[src/rtl/riscalar_pkg.sv]
// Shared types and widths for the out-of-order core's result path.
package riscalar_pkg;

    // ROB holds 8 entries, so a ROB index is 3 bits wide
    localparam int ROB_IX_W = 3;

    // Result values and destinations share one datapath width
    localparam int DATA_W = 32;

    // One finished result as it travels from a functional unit onto the CDB
    typedef struct packed {
        logic [ROB_IX_W-1:0]      rob_ix;
        logic signed [DATA_W-1:0] value;
        logic [DATA_W-1:0]        dest;
    } cdb_msg_t;

endpackage

[src/rtl/rr_arbiter.sv]
// Combinational round-robin arbiter: the search starts at ptr and wraps.
// The requests are laid out twice side by side. The lower copy is masked to
// the bits at or above ptr, so the lowest set bit of the double-width vector
// is the first requester found when scanning from ptr with wrap.
module rr_arbiter #(
    parameter int N    = 4,
    parameter int IX_W = (N > 1) ? $clog2(N) : 1
) (
    input  logic [N-1:0]    req,
    input  logic [IX_W-1:0] ptr,
    output logic [N-1:0]    grant,
    output logic [IX_W-1:0] grant_ix
);

    logic [N-1:0]   mask;
    logic [2*N-1:0] dbl;
    logic [2*N-1:0] dbl_grant;

    // Keep the bits at or above the pointer, then isolate the lowest set bit of the doubled vector
    always_comb begin
        mask = '0;
        for (int i = 0; i < N; i++) begin
            mask[i] = (IX_W'(i) >= ptr);
        end
        dbl       = {req, req & mask};
        dbl_grant = dbl & ~(dbl - (2*N)'(1));
        grant     = dbl_grant[N-1:0] | dbl_grant[2*N-1:N];
    end

    // Turn the one-hot grant into a binary index; an empty grant encodes to 0
    always_comb begin
        grant_ix = '0;
        for (int i = 0; i < N; i++) begin
            if (grant[i]) begin
                grant_ix = grant_ix | IX_W'(i);
            end
        end
    end

endmodule

[src/rtl/cdb_arbiter.sv]
// Common data bus arbiter: picks one finished functional unit per cycle by
// round-robin and registers its result onto the CDB one cycle later.
// A flush withholds the grant for that cycle without moving the pointer.
// Payload widths come from riscalar_pkg; the width parameters must match it.
module cdb_arbiter #(
    parameter int NUM_FU   = 4,
    parameter int ROB_IX_W = riscalar_pkg::ROB_IX_W,
    parameter int DATA_W   = riscalar_pkg::DATA_W,
    parameter int SRC_W    = $clog2(NUM_FU)
) (
    input  logic                       clk_in,
    input  logic                       rst_n_in,
    input  logic                       flush_in,
    input  logic [NUM_FU-1:0]          req_valid_in,
    input  logic [NUM_FU*ROB_IX_W-1:0] req_rob_ix_in,
    input  logic [NUM_FU*DATA_W-1:0]   req_value_in,
    input  logic [NUM_FU*DATA_W-1:0]   req_dest_in,
    output logic [NUM_FU-1:0]          req_ready_out,
    output logic                       cdb_valid_out,
    output logic [ROB_IX_W-1:0]        cdb_rob_ix_out,
    output logic [DATA_W-1:0]          cdb_value_out,
    output logic [DATA_W-1:0]          cdb_dest_out,
    output logic [SRC_W-1:0]           cdb_src_out
);

    import riscalar_pkg::*;

    localparam logic [SRC_W-1:0] LAST_FU = SRC_W'(NUM_FU - 1);

    cdb_msg_t          req_msg [NUM_FU];
    cdb_msg_t          cdb_msg_q;
    logic              cdb_valid_q;
    logic [SRC_W-1:0]  cdb_src_q;
    logic [SRC_W-1:0]  ptr_q;
    logic [NUM_FU-1:0] arb_req;
    logic [NUM_FU-1:0] grant;
    logic [SRC_W-1:0]  grant_ix;
    logic              any_grant;

    // Slice the flattened request buses into one message per functional unit
    always_comb begin
        for (int i = 0; i < NUM_FU; i++) begin
            req_msg[i].rob_ix = req_rob_ix_in[i*ROB_IX_W +: ROB_IX_W];
            req_msg[i].value  = req_value_in[i*DATA_W +: DATA_W];
            req_msg[i].dest   = req_dest_in[i*DATA_W +: DATA_W];
        end
    end

    // A flush hides every request so nothing is granted or consumed that cycle
    always_comb begin
        arb_req = flush_in ? '0 : req_valid_in;
    end

    rr_arbiter #(
        .N    (NUM_FU),
        .IX_W (SRC_W)
    ) u_rr_arbiter (
        .req      (arb_req),
        .ptr      (ptr_q),
        .grant    (grant),
        .grant_ix (grant_ix)
    );

    // Ready mirrors the grant, but stays low while reset is held
    always_comb begin
        any_grant     = |grant;
        req_ready_out = rst_n_in ? grant : '0;
    end

    // Register the winner onto the CDB and advance the pointer past it
    always_ff @(posedge clk_in or negedge rst_n_in) begin
        if (!rst_n_in) begin
            cdb_valid_q <= 1'b0;
            cdb_msg_q   <= '0;
            cdb_src_q   <= '0;
            ptr_q       <= '0;
        end else begin
            cdb_valid_q <= any_grant;
            if (any_grant) begin
                cdb_msg_q <= req_msg[grant_ix];
                cdb_src_q <= grant_ix;
                ptr_q     <= (grant_ix == LAST_FU) ? '0 : grant_ix + 1'b1;
            end
        end
    end

    assign cdb_valid_out  = cdb_valid_q;
    assign cdb_rob_ix_out = cdb_msg_q.rob_ix;
    assign cdb_value_out  = cdb_msg_q.value;
    assign cdb_dest_out   = cdb_msg_q.dest;
    assign cdb_src_out    = cdb_src_q;

endmodule
[config.mk]
export PLATFORM = sky130hd
export DESIGN_NAME = cdb_arbiter
export DESIGN_NICKNAME = d
export VERILOG_FILES = /design/src/rtl/riscalar_pkg.sv /design/src/rtl/rr_arbiter.sv /design/src/rtl/cdb_arbiter.sv
export SDC_FILE = /design/constraint.sdc
export NUM_CORES = 1
export LEC_CHECK = 0
export ABC_AREA = 1
export CORE_MARGIN = 8
export CORE_UTILIZATION = 38
export CTS_CLUSTER_DIAMETER = 30
export DETAILED_ROUTE_END_ITERATION = 6
export GPL_ROUTABILITY_DRIVEN = 0
export GPL_TIMING_DRIVEN = 0
export PLACE_DENSITY = 0.87
export SYNTH_ARGS = -nofsm -noshare
export SYNTH_HDL_FRONTEND = slang
export SYNTH_HIERARCHICAL = 1
export SYNTH_SLANG_ARGS = --single-unit
[constraint.sdc]
create_clock -name clk_in -period 1.95 [get_ports clk_in]
set_input_delay 0.39 -clock clk_in [delete_from_list [all_inputs] [get_ports clk_in]]
set_output_delay 0.39 -clock clk_in [all_outputs]
set_load 0.02 [all_outputs]
==> flow_metrics.tcl <==
set metrics [dict create \
    grtUsageTotal_pct 28.2 \
    diodes 0 \
    end_kind "output pin" \
    final_net_count 1615 \
    p_sw_mw 5.55 \
    grt_pass1_wl_um 41100 \
    drt_iter0_drc 674 \
    async_reset_ff_share_pct 100 \
    synth_top_cells_by_count "nand2_1 (443), nand3_1 (248), inv_1 (107)" \
    wl_um 27900 \
    synth-compound-area-share_pct 0.491 \
    grt_max_degree 40 \
    cp_max_fo 6 \
    outcome "finished with violations" \
    first_global_vias 7582 \
    hold_viol 0 \
    synth_top_flop_cell "dfrtp_1" \
    overflow 0 \
    dieArea_um2 18900 \
    power_switching_share_pct 45.2 \
    r2r_cells 11 \
    drv_cap 0 \
    hold_path.class "in -> async" \
    hold_slack_ns 0.0304 \
    skew_ns 0.00515 \
    synth_top_family_by_area "simple AND/OR/NAND/NOR gates" \
    placed_cells 1496 \
    die_h_um 137 \
    pwr-share-clk_pct 12.4 \
    combinationalPowerShare_pct 65.4 \
    synthXorXnorAreaFrac_pct 0 \
    seq_power_share_pct 22.2 \
    cts.sinks 72 \
    drive_gt1_share_pct 10.6 \
    rr_startpoint "ptr_q[1]" \
    synth-adder-area-share_pct 0.223 \
    violations "negative setup slack" \
    wire_per_inst_um 18.3 \
    syn_area_um2 5600 \
    reg2reg_to "cdb_dest_out[26]" \
    antenna_found_initial 0 \
    p_int_mw 6.74 \
    drv_slew 0 \
    h-tree-depth 3 \
    drc 0 \
    clock_path_buffers 2 \
    worstPathArrival_ns 1.57 \
    vias 7793 \
    synthSimpleGateAreaFrac_pct 53.5 \
    muxShareOfSynthArea_pct 0 \
    dp.final_hpwl_um 21700 \
    clock_latency_ns 0.34 \
    max_freq_mhz 510 \
    synth_cells 963 \
    yosys_register_bits 72 \
    start_kind "register" \
    timing.final.crit_share_pct 101 \
    via_per_inst 5.10 \
    synthTopCellsByArea "dfrtp_1 (32%), nand2_1 (30%), nand3_1 (22%), inv_1 (7.2%), buf_2 (2.9%)" \
    synth_warnings 6 \
    postPlaceCellArea_um2 9330 \
    ff2ff_setup_slack_ns -0.01 \
    cts.clk_slew.worst_paths_ns 0.05 \
    fp.coreArea_um2 14500 \
    cts_inserted_buffers 9 \
    grt_setup_unrepaired "true" \
    worst_slew_pin_slew_ns 0.535 \
    fin_ws_ns -0.0119 \
    final_area_um2 10300 \
    syn_area_per_cell_um2 5.82 \
    syn_nets 1239 \
    ys_types 22 \
    period_minus_slack_ns 1.96 \
    chipWidth_um 137 \
    powerDensity_nw_per_um2 1200 \
    seq_area_frac_synth_pct 32.2 \
    port_buffers 348 \
    start_util_pct 38.7 \
    finalNonFillerCells 1527 \
    power.leakage_nw 5.31 \
    synth_top_cell_by_area "dfrtp_1" \
    synthMostInstantiatedCell "nand2_1" \
    finalSetupViolCount 2 \
    required_ns 1.56 \
    ir_worst_vdd_mv 0.653 \
    synth_top_area_share_pct 32.2 \
    holdBufCountCts 0 \
    setup.worst_path.class "reg -> out" \
    relSlewSlack_pct 64.3 \
    pin_count 349 \
    cts_tree "done" \
    root_buffer "clkbuf_16" \
    drt_first_pass_iters 5 \
    drtAntennaViolNets 0 \
    area_growth_pct 83.4 \
    rows 44 \
    synth_edf_count 0 \
]
==> what timing repair did <==
item	CTS	global route
endpoints found under the setup margin	76	75
gates cloned	3	1
pin swaps	19	7
gates resized for setup	148	50
setup buffers	13	3
==> through the flow <==
step / power [mW] / util (%) / TNS (ns) / setup slack (ns)
floorplan: 6.46 / - / 0 / 0.122
global placement: 9.67 / 64.3 / -217.14 / -2.69
detailed placement: 9.81 / 64.5 / -57.03 / -0.966
CTS: 12.0 / 69.7 / 0 / 0.0285
global route: 13.0 / 71.0 / -1.81 / -0.0821
finish: 12.3 / 71.0 / -0.0187 / -0.0119
==> layout make-up <==
type	instances	area [µm²]
Timing Repair inverter	1	11.3
Fill cell	1207	4200
Multi-Input combinational cell	712	3170
Timing Repair Buffer	368	3750
Inverter	109	417
Clock buffer	15	268
Sequential cell	72	1800
Buffer	66	619
Tap cell	184	230
==> critical path: stages, from the launching register on <==
cell     delay [ns]
dfrtp_2        0.45
nor2_4         0.06
nand2_2        0.11
nand4_1        0.21
inv_2          0.15
nand2_2        0.07
inv_2          0.08
buf_6          0.11
==> state kept, by name, indices dropped and copies added (netlist names) <==
register,cells
cdb_rob_ix_out,3
cdb_src_out,2
ptr_q,2
cdb_dest_out,32
cdb_value_out,32
cdb_valid_out,1
==> power by group through the flow <==
stage                     combinational, mW  sequential [mW]  clock [mW]
after floorplan                        2.97             3.49           0
after detailed placement               7.12             2.69           0
after global routing                   8.64             2.79        1.61
after CTS                              7.77             2.69        1.54
final                                  8.05             2.72        1.53
after global placement                 7.00             2.67           0
==> cells in the final DEF, fill, tap and decap left out, drive strengths merged <==
cell / Yosys / routed
a21oi: 2 / 2
buf: 46 / 70
clkbuf: 24 / 37
clkdlybuf4s50: 0 / 338
dfrtp: 72 / 72
dlygate4sd2: 0 / 4
ha: 1 / 1
inv: 109 / 110
nand2: 446 / 446
nand3: 249 / 249
nand4: 1 / 1
nor2: 10 / 10
o21a: 1 / 1
o21ai: 2 / 2
==> layer usage <==
layer | share of wire, % | up-vias | GRT usage [%]
met5 | 0 | - | 0
met4 | 3.7 | 0 | 11.5
met3 | 8.1 | 70 | 5.87
met2 | 50 | 419 | 47.5
met1 | 38 | 3560 | 34.3
li1 | - | 3744 | -
==> how the worst max path moves through the flow <==
| stage | cells past startpoint | endpoint | slack, ns | startpoint |
|---|---|---|---|---|
| after floorplan | 16 | cdb_value_out[11] | 0.12 | req_valid_in[1] |
| after global routing | 11 | req_ready_out[2] | -0.08 | req_valid_in[0] |
| final | 7 | req_ready_out[3] | -0.01 | ptr_q[1] |
| after detailed placement | 14 | cdb_dest_out[31] | -0.97 | flush_in |
| after CTS | 7 | req_ready_out[3] | 0.03 | ptr_q[1] |
| after global placement | 4 | req_ready_out[3] | -2.69 | rst_n_in |
==> cell families after synthesis <==
group / Yosys count
buf+inv: 179
compound gates: 5
simple gates: 706
flops: 72
fa+ha+maj: 1
Note: power is estimated with default switching activity, not from simulation.
